<file path="config.mk">
export PLATFORM = sky130hd
export DESIGN_NAME = ifmap_buffer_ctrl
export DESIGN_NICKNAME = d
export VERILOG_FILES = /design/src/rtl/ifmap_buffer_ctrl.sv
export SDC_FILE = /design/constraint.sdc
export NUM_CORES = 1
export LEC_CHECK = 0
export CAP_MARGIN = 20
export CORE_ASPECT_RATIO = 0.6
export CORE_MARGIN = 8
export CORE_UTILIZATION = 35
export DETAILED_ROUTE_END_ITERATION = 10
export PLACE_DENSITY = 0.54
export SLEW_MARGIN = 10
export SYNTH_ARGS = -nofsm -noshare
export SYNTH_HDL_FRONTEND = slang
export SYNTH_SLANG_ARGS = --single-unit
</file>
<file path="constraint.sdc">
create_clock -name clk -period 3 [get_ports clk]
set_clock_uncertainty 0.1 [all_clocks]
set_input_delay 0.3 -clock clk [delete_from_list [all_inputs] [get_ports clk]]
set_output_delay 0.3 -clock clk [all_outputs]
set_load 0.02 [all_outputs]
</file>
<file path="src/rtl/ifmap_buffer_ctrl.sv">
// Fills the 128x8 ifmap SRAM from an input stream, then drains it in order; first out_valid 3 cycles after last fill beat.
// Downstream stalls are absorbed by a 2-entry skid buffer; optional IFMAP_REPLAY_EN repeats the drain pass replay_cnt+1 times.
module ifmap_buffer_ctrl #(
  parameter int DATA_W = 8,
  parameter int ADDR_W = 7,
  parameter int DEPTH  = 128
) (
  input  logic              clk,
  input  logic              rst,
  input  logic              start,
  input  logic [ADDR_W:0]   frame_len,
`ifdef IFMAP_REPLAY_EN
  input  logic [3:0]        replay_cnt,
`endif
  output logic              busy,
  output logic              done,
  input  logic              in_valid,
  output logic              in_ready,
  input  logic [DATA_W-1:0] in_data,
  output logic              out_valid,
  input  logic              out_ready,
  output logic [DATA_W-1:0] out_data,
  output logic              out_last,
  output logic [ADDR_W-1:0] sram_a,
  output logic              sram_csb,
  output logic              sram_web,
  output logic              sram_oeb,
  output logic [DATA_W-1:0] sram_i,
  input  logic [DATA_W-1:0] sram_o
);

  typedef enum logic [1:0] {IDLE, FILL, DRAIN} state_t;

  localparam logic [ADDR_W:0] DEPTH_L = DEPTH[ADDR_W:0];
  localparam logic [ADDR_W:0] ONE     = 1;

  state_t state, next_state;

  logic [ADDR_W:0]   len;
  logic [ADDR_W:0]   len_m1;
  logic [ADDR_W:0]   wr_ptr;
  logic [ADDR_W:0]   rd_ptr;
  logic              start_ok;
  logic              wr_en;
  logic              rd_en;
  logic              rd_at_end;
  logic              final_pass;
  logic              inflight;
  logic              inflight_last;
  logic [1:0]        occ;
  logic [1:0]        pending;
  logic              room;
  logic              out_hs;
  logic              skid_wr;
  logic              skid_rd;
  logic [DATA_W-1:0] skid_dat [2];
  logic              skid_last [2];

`ifdef IFMAP_REPLAY_EN
  logic [3:0] rep;
  logic [3:0] pass;
  assign final_pass = (pass == rep);
`else
  assign final_pass = 1'b1;
`endif

  assign start_ok  = start && (frame_len != '0);
  assign len_m1    = len - ONE;
  assign rd_at_end = (rd_ptr == len_m1);
  assign pending   = occ + {1'b0, inflight};
  assign room      = (pending < 2'd2);

  assign busy      = (state != IDLE);
  assign out_valid = (occ != 2'd0);
  assign out_data  = out_valid ? skid_dat[skid_rd] : '0;
  assign out_last  = out_valid && skid_last[skid_rd];
  assign out_hs    = out_valid && out_ready;

  always_ff @(posedge clk or posedge rst) begin
    if (rst) begin
      state <= IDLE;
    end else begin
      state <= next_state;
    end
  end

  always_comb begin
    next_state = state;
    in_ready   = 1'b0;
    wr_en      = 1'b0;
    rd_en      = 1'b0;
    sram_csb   = 1'b1;
    sram_web   = 1'b1;
    sram_oeb   = 1'b1;
    sram_a     = '0;
    sram_i     = '0;
    case (state)
      IDLE: begin
        if (start_ok) next_state = FILL;
      end
      FILL: begin
        in_ready = 1'b1;
        if (in_valid) begin
          wr_en    = 1'b1;
          sram_csb = 1'b0;
          sram_web = 1'b0;
          sram_a   = wr_ptr[ADDR_W-1:0];
          sram_i   = in_data;
          if (wr_ptr == len_m1) next_state = DRAIN;
        end
      end
      DRAIN: begin
        sram_oeb = 1'b0;
        // A same-cycle pop frees a slot, which keeps the stream bubble-free.
        if ((rd_ptr < len) && (room || out_hs)) begin
          rd_en    = 1'b1;
          sram_csb = 1'b0;
          sram_a   = rd_ptr[ADDR_W-1:0];
        end
        if (out_hs && out_last) next_state = IDLE;
      end
      default: next_state = IDLE;
    endcase
  end

  always_ff @(posedge clk or posedge rst) begin
    if (rst) begin
      len           <= '0;
      wr_ptr        <= '0;
      rd_ptr        <= '0;
      done          <= 1'b0;
      inflight      <= 1'b0;
      inflight_last <= 1'b0;
`ifdef IFMAP_REPLAY_EN
      rep           <= '0;
      pass          <= '0;
`endif
    end else begin
      done          <= (state == DRAIN) && out_hs && out_last;
      inflight      <= rd_en;
      inflight_last <= rd_en && rd_at_end && final_pass;
      if ((state == IDLE) && start_ok) begin
        len    <= (frame_len > DEPTH_L) ? DEPTH_L : frame_len;
        wr_ptr <= '0;
        rd_ptr <= '0;
`ifdef IFMAP_REPLAY_EN
        rep    <= replay_cnt;
        pass   <= '0;
`endif
      end
      if (wr_en) wr_ptr <= wr_ptr + ONE;
      if (rd_en) begin
`ifdef IFMAP_REPLAY_EN
        if (rd_at_end && !final_pass) begin
          rd_ptr <= '0;
          pass   <= pass + 4'd1;
        end else begin
          rd_ptr <= rd_ptr + ONE;
        end
`else
        rd_ptr <= rd_ptr + ONE;
`endif
      end
    end
  end

  // Skid buffer: SRAM data lands one cycle after issue, popped in FIFO order.
  always_ff @(posedge clk or posedge rst) begin
    if (rst) begin
      occ          <= '0;
      skid_wr      <= 1'b0;
      skid_rd      <= 1'b0;
      skid_dat[0]  <= '0;
      skid_dat[1]  <= '0;
      skid_last[0] <= 1'b0;
      skid_last[1] <= 1'b0;
    end else begin
      if (inflight) begin
        skid_dat[skid_wr]  <= sram_o;
        skid_last[skid_wr] <= inflight_last;
        skid_wr            <= ~skid_wr;
      end
      if (out_hs) skid_rd <= ~skid_rd;
      occ <= occ + {1'b0, inflight} - {1'b0, out_hs};
    end
  end

endmodule

</file>
==> run_summary.xml <==
<?xml version="1.0" encoding="UTF-8"?>
<metrics>
  <group name="status">
    <metric name="outcome" unit="">complete, no violations</metric>
  </group>
  <group name="floorplanning">
    <metric name="die-height" unit="µm">90.9</metric>
    <metric name="floorplan.io_pins" unit="">60</metric>
    <metric name="floorplan.initialDensity" unit="">0.359</metric>
    <metric name="rows" unit="">27</metric>
    <metric name="design.die.area" unit="µm²">12800</metric>
    <metric name="core-area" unit="µm²">9120</metric>
    <metric name="die_w" unit="µm">141</metric>
  </group>
  <group name="setup_path">
    <metric name="reg2regPathDepth" unit="">9</metric>
    <metric name="critPathMostFrequentCell" unit="">nor2b_1</metric>
    <metric name="crit_required" unit="ns">2.60</metric>
    <metric name="critical_path.reg2reg.startpoint" unit="">len[0]</metric>
    <metric name="cp_slowest_cell" unit="">dfrtp_1</metric>
    <metric name="crit-reg2reg-capture" unit="">state[0]</metric>
    <metric name="endpoint_kind" unit="">primary output</metric>
    <metric name="critical_path.max_fanout" unit="">7</metric>
    <metric name="cp_cell_sequence" unit="">inv_1 &gt; ha_1 &gt; nor2b_1 &gt; o21a_1 &gt; o21ai_0 &gt; a221o_1 &gt; buf_4 &gt; a32oi_1 &gt; nor2b_1 &gt; dlygate4sd2_1</metric>
    <metric name="regToRegSetupSlack" unit="ns">0.33</metric>
    <metric name="crit_path_max_incr_delay" unit="ns">0.37</metric>
    <metric name="timing.critical_path.from_type" unit="">flip-flop</metric>
    <metric name="crit_type" unit="">reg2out</metric>
    <metric name="critical_path_arrival" unit="ns">2.42</metric>
  </group>
  <group name="timing">
    <metric name="fin_crit" unit="ns">2.82</metric>
    <metric name="final.period_utilization" unit="">0.939</metric>
    <metric name="final-setup-viol-count" unit="">0</metric>
    <metric name="finalMaxSlewViolations" unit="">0</metric>
    <metric name="relSlewSlack" unit="">0.337</metric>
    <metric name="unrepaired_setup_endpoints_after_global_routing" unit="">no</metric>
    <metric name="worstMarginPinSlew" unit="ns">0.993</metric>
    <metric name="holdWs" unit="ns">0.321</metric>
    <metric name="timing.fmax" unit="MHz">355</metric>
    <metric name="timing_hold_violations_final" unit="">0</metric>
  </group>
  <group name="clocking">
    <metric name="numCtsBuffers" unit="">5</metric>
    <metric name="tritoncts" unit="">yes</metric>
    <metric name="postCtsSetupRepairBufs" unit="">0</metric>
    <metric name="clk_pin_slew_worst_paths" unit="ns">0.07</metric>
    <metric name="cts_stage_hold_buffer_count" unit="">0</metric>
    <metric name="clk-insertion-delay-late" unit="ns">0.29</metric>
    <metric name="clk_root_buffer_cell" unit="">clkbuf_16</metric>
    <metric name="cts_h_tree_depth" unit="">2</metric>
    <metric name="numClockSinks" unit="">51</metric>
    <metric name="clock_path_buffers" unit="">2</metric>
  </group>
  <group name="power_and_ir_drop">
    <metric name="swShare" unit="">0.405</metric>
    <metric name="p_sw" unit="µW">1460</metric>
    <metric name="cell_area_power_density" unit="nW/µm²">835</metric>
    <metric name="p_int" unit="µW">2140</metric>
    <metric name="seq_power_share" unit="">0.270</metric>
    <metric name="power.share.clock" unit="">0.180</metric>
    <metric name="power.ir.vdd_worst" unit="mV">0.302</metric>
    <metric name="p_leak" unit="µW">0.00193</metric>
    <metric name="combinationalPowerShare" unit="">0.550</metric>
  </group>
  <group name="grt">
    <metric name="initial_antenna_violation_count" unit="">0</metric>
    <metric name="globalRouteTotalUtil" unit="">0.148</metric>
    <metric name="vias_in_the_first_global_route" unit="">2785</metric>
    <metric name="global_route_wire_length_before_repair" unit="mm">15.1</metric>
    <metric name="maximum_number_of_pins_on_one_net_before_global_route_repair" unit="">32</metric>
    <metric name="grt_remaining_overflow" unit="">0</metric>
  </group>
  <group name="route">
    <metric name="antenna_left" unit="">0</metric>
    <metric name="drt-initial-drc-count" unit="">237</metric>
    <metric name="met3RoutedLength" unit="µm">689</metric>
    <metric name="met2_length" unit="mm">3.45</metric>
    <metric name="total_vias_in_the_final_route" unit="">2837</metric>
    <metric name="routed_wire_length_per_instance" unit="µm">17.0</metric>
    <metric name="m1_wire_length" unit="mm">4.92</metric>
    <metric name="drt_wl_total" unit="mm">9.16</metric>
    <metric name="vias_per_cell" unit="">5.25</metric>
    <metric name="first_pass_iters" unit="">4</metric>
    <metric name="route.top_layer_used" unit="">met4</metric>
    <metric name="drc" unit="">0</metric>
  </group>
  <group name="layout">
    <metric name="share_of_cells_above_drive_strength_1" unit="">0.177</metric>
    <metric name="num-nets-final" unit="">469</metric>
    <metric name="seq_area" unit="µm²">1280</metric>
    <metric name="area.growth.synth_to_final" unit="%">31.4</metric>
    <metric name="postLayoutCellArea" unit="µm²">4310</metric>
    <metric name="multi_input_logic_area" unit="µm²">1800</metric>
    <metric name="num_antenna_cells" unit="">0</metric>
    <metric name="filler_cell_count" unit="">876</metric>
  </group>
  <group name="placement">
    <metric name="detailedPlacementHpwl" unit="mm">7.42</metric>
    <metric name="port-buffer-count" unit="">59</metric>
    <metric name="routabilityCongestion" unit="">0.813</metric>
    <metric name="placed_cell_area" unit="µm²">4150</metric>
  </group>
  <group name="yosys">
    <metric name="ys_ff_latch" unit="">51</metric>
    <metric name="asyncSetResetFlopFracSynth" unit="">1.00</metric>
    <metric name="seq_area_frac_synth" unit="">0.390</metric>
    <metric name="yosys.cell_types.count" unit="">51</metric>
    <metric name="synth_cells" unit="">344</metric>
    <metric name="yosys_warnings" unit="">0</metric>
    <metric name="synth.cell_area" unit="µm²">3280</metric>
    <metric name="synth-edff-count" unit="">0</metric>
    <metric name="synth_flop_cell" unit="">dfrtp_1</metric>
    <metric name="syn_area_per_cell" unit="µm²">9.52</metric>
    <metric name="synth_nets" unit="">389</metric>
  </group>
  <group name="flow_run">
    <metric name="drv_cap" unit="">0</metric>
  </group>
  <group name="worst_hold_path">
    <metric name="min_path_type" unit="">in2async</metric>
  </group>
</metrics>
## routing by layer
metal,global-route usage,up-vias
li1,-,1368
met1,0.226,1372
met2,0.193,88
met3,0.0423,9
met4,0.0454,0
met5,0,-
## worst max-delay path by stage
stage / startpoint / to / slack [ns] / depth (start not counted)
after floorplan: len[7] / sram_a[3] / 0.44 / 8
after global placement: out_ready / sram_a[1] / 0.08 / 8
after detailed placement: out_ready / sram_a[3] / -0.07 / 8
after CTS: len[1] / sram_a[3] / 0.12 / 10
after global routing: len[1] / sram_a[1] / 0.01 / 10
final: len[1] / sram_a[1] / 0.18 / 10
## kinds of logic (layout without fill, tap and decap cells)
logic type | Yosys count | count (layout) | share of synthesized area
buffers and inverters | 46 | 126 | 0.0619
xor gates and xnor gates | 22 | 22 | 0.0642
and+or+nand+nor | 110 | 110 | 0.184
AOI/OAI and AO/OA | 67 | 67 | 0.134
muxes | 32 | 32 | 0.105
adders and majority gates | 16 | 16 | 0.0611
DFF | 51 | 51 | 0.390
## final cells by class
type / instances / share of cell area
Clock buffer: 5 / 0.0291
Clock inverter: 2 / 0.00872
Inverter: 29 / 0.0253
Multi-Input combinational cell: 247 / 0.419
Sequential cell: 51 / 0.297
Tap cell: 116 / 0.0337
Timing Repair Buffer: 90 / 0.188
## cell usage in the layout (no fill, tap or decap), types with 6 or more instances in the layout
master and n:
inv_1 27, o211ai_1 6, and3_1 12, a32oi_1 7
nand2_1 27, dfrtp_1 50, mux2_2 19, ha_1 16
o21ai_0 31, mux2i_1 13, nor2_1 17, buf_4 31
clkdlybuf4s50_1 51, nand2b_1 8, nand3_1 9, xnor2_1 16
nor2b_1 10
## sequential cells by signal (all words and copies together), names as in the netlist
| name | count |
|---|---|
| state | 2 |
| done | 1 |
| occ | 2 |
| wr_ptr | 8 |
| len | 8 |
| skid_rd | 1 |
| inflight | 1 |
| skid_wr | 1 |
| skid_last | 2 |
| rd_ptr | 8 |
| skid_dat | 16 |
| inflight_last | 1 |
## metrics by stage
step	TNS (ns)	cells	total power (µW)	setup slack, ns	utilization
5_1_grt	0	540	3860	0.0134	0.472
3_5_place_dp	-0.278	533	2960	-0.0680	0.455
2_1_floorplan	0	344	2250	0.440	-
4_1_cts	0	540	3620	0.124	0.473
6_report	0	540	3590	0.183	0.472
3_3_place_gp	0	533	2940	0.0763	0.455
## power by group through the flow
| stage | Sequential [µW] | Clock [µW] | Combinational [µW] |
|---|---|---|---|
| global placement | 974 | 0 | 1970 |
| floorplan | 954 | 0 | 1300 |
| detailed placement | 983 | 0 | 1980 |
| global route | 994 | 692 | 2170 |
| CTS | 971 | 659 | 1990 |
| finish | 972 | 647 | 1980 |
## critical path: cells and delay by family, from the launching register on
family,cells,cell delay [ns]
buffers and inverters,3,0.62
adder cells (fa/ha/maj),1,0.24
AND/OR/NAND/NOR,2,0.25
AO/OA/AOI/OAI,4,0.64
flip-flops,1,0.37
## what timing repair did
item	CTS	global route
gates resized for setup	11	6
endpoints found under the setup margin	8	4
hold endpoints to repair	0	0
## synthesized netlist by cell type, types with 3 or more instances
library cell | instances | area share
dfrtp_1 | 51 | 0.39
o21ai_0 | 31 | 0.047
inv_1 | 28 | 0.032
nand2_1 | 27 | 0.031
mux2_2 | 19 | 0.065
nor2_1 | 17 | 0.019
ha_1 | 16 | 0.061
xnor2_1 | 16 | 0.043
mux2i_1 | 13 | 0.040
and3_1 | 12 | 0.023
clkbuf_1 | 12 | 0.014
nor2b_1 | 10 | 0.019
nand3_1 | 9 | 0.014
nand2b_1 | 8 | 0.015
a32oi_1 | 7 | 0.019
o211ai_1 | 6 | 0.014
xor2_1 | 5 | 0.013
a31oi_1 | 4 | 0.0076
a211oi_1 | 3 | 0.0069
and2_1 | 3 | 0.0057
nand4_1 | 3 | 0.0057
nor4_1 | 3 | 0.0057
Note: power is estimated with default switching activity, not from simulation.
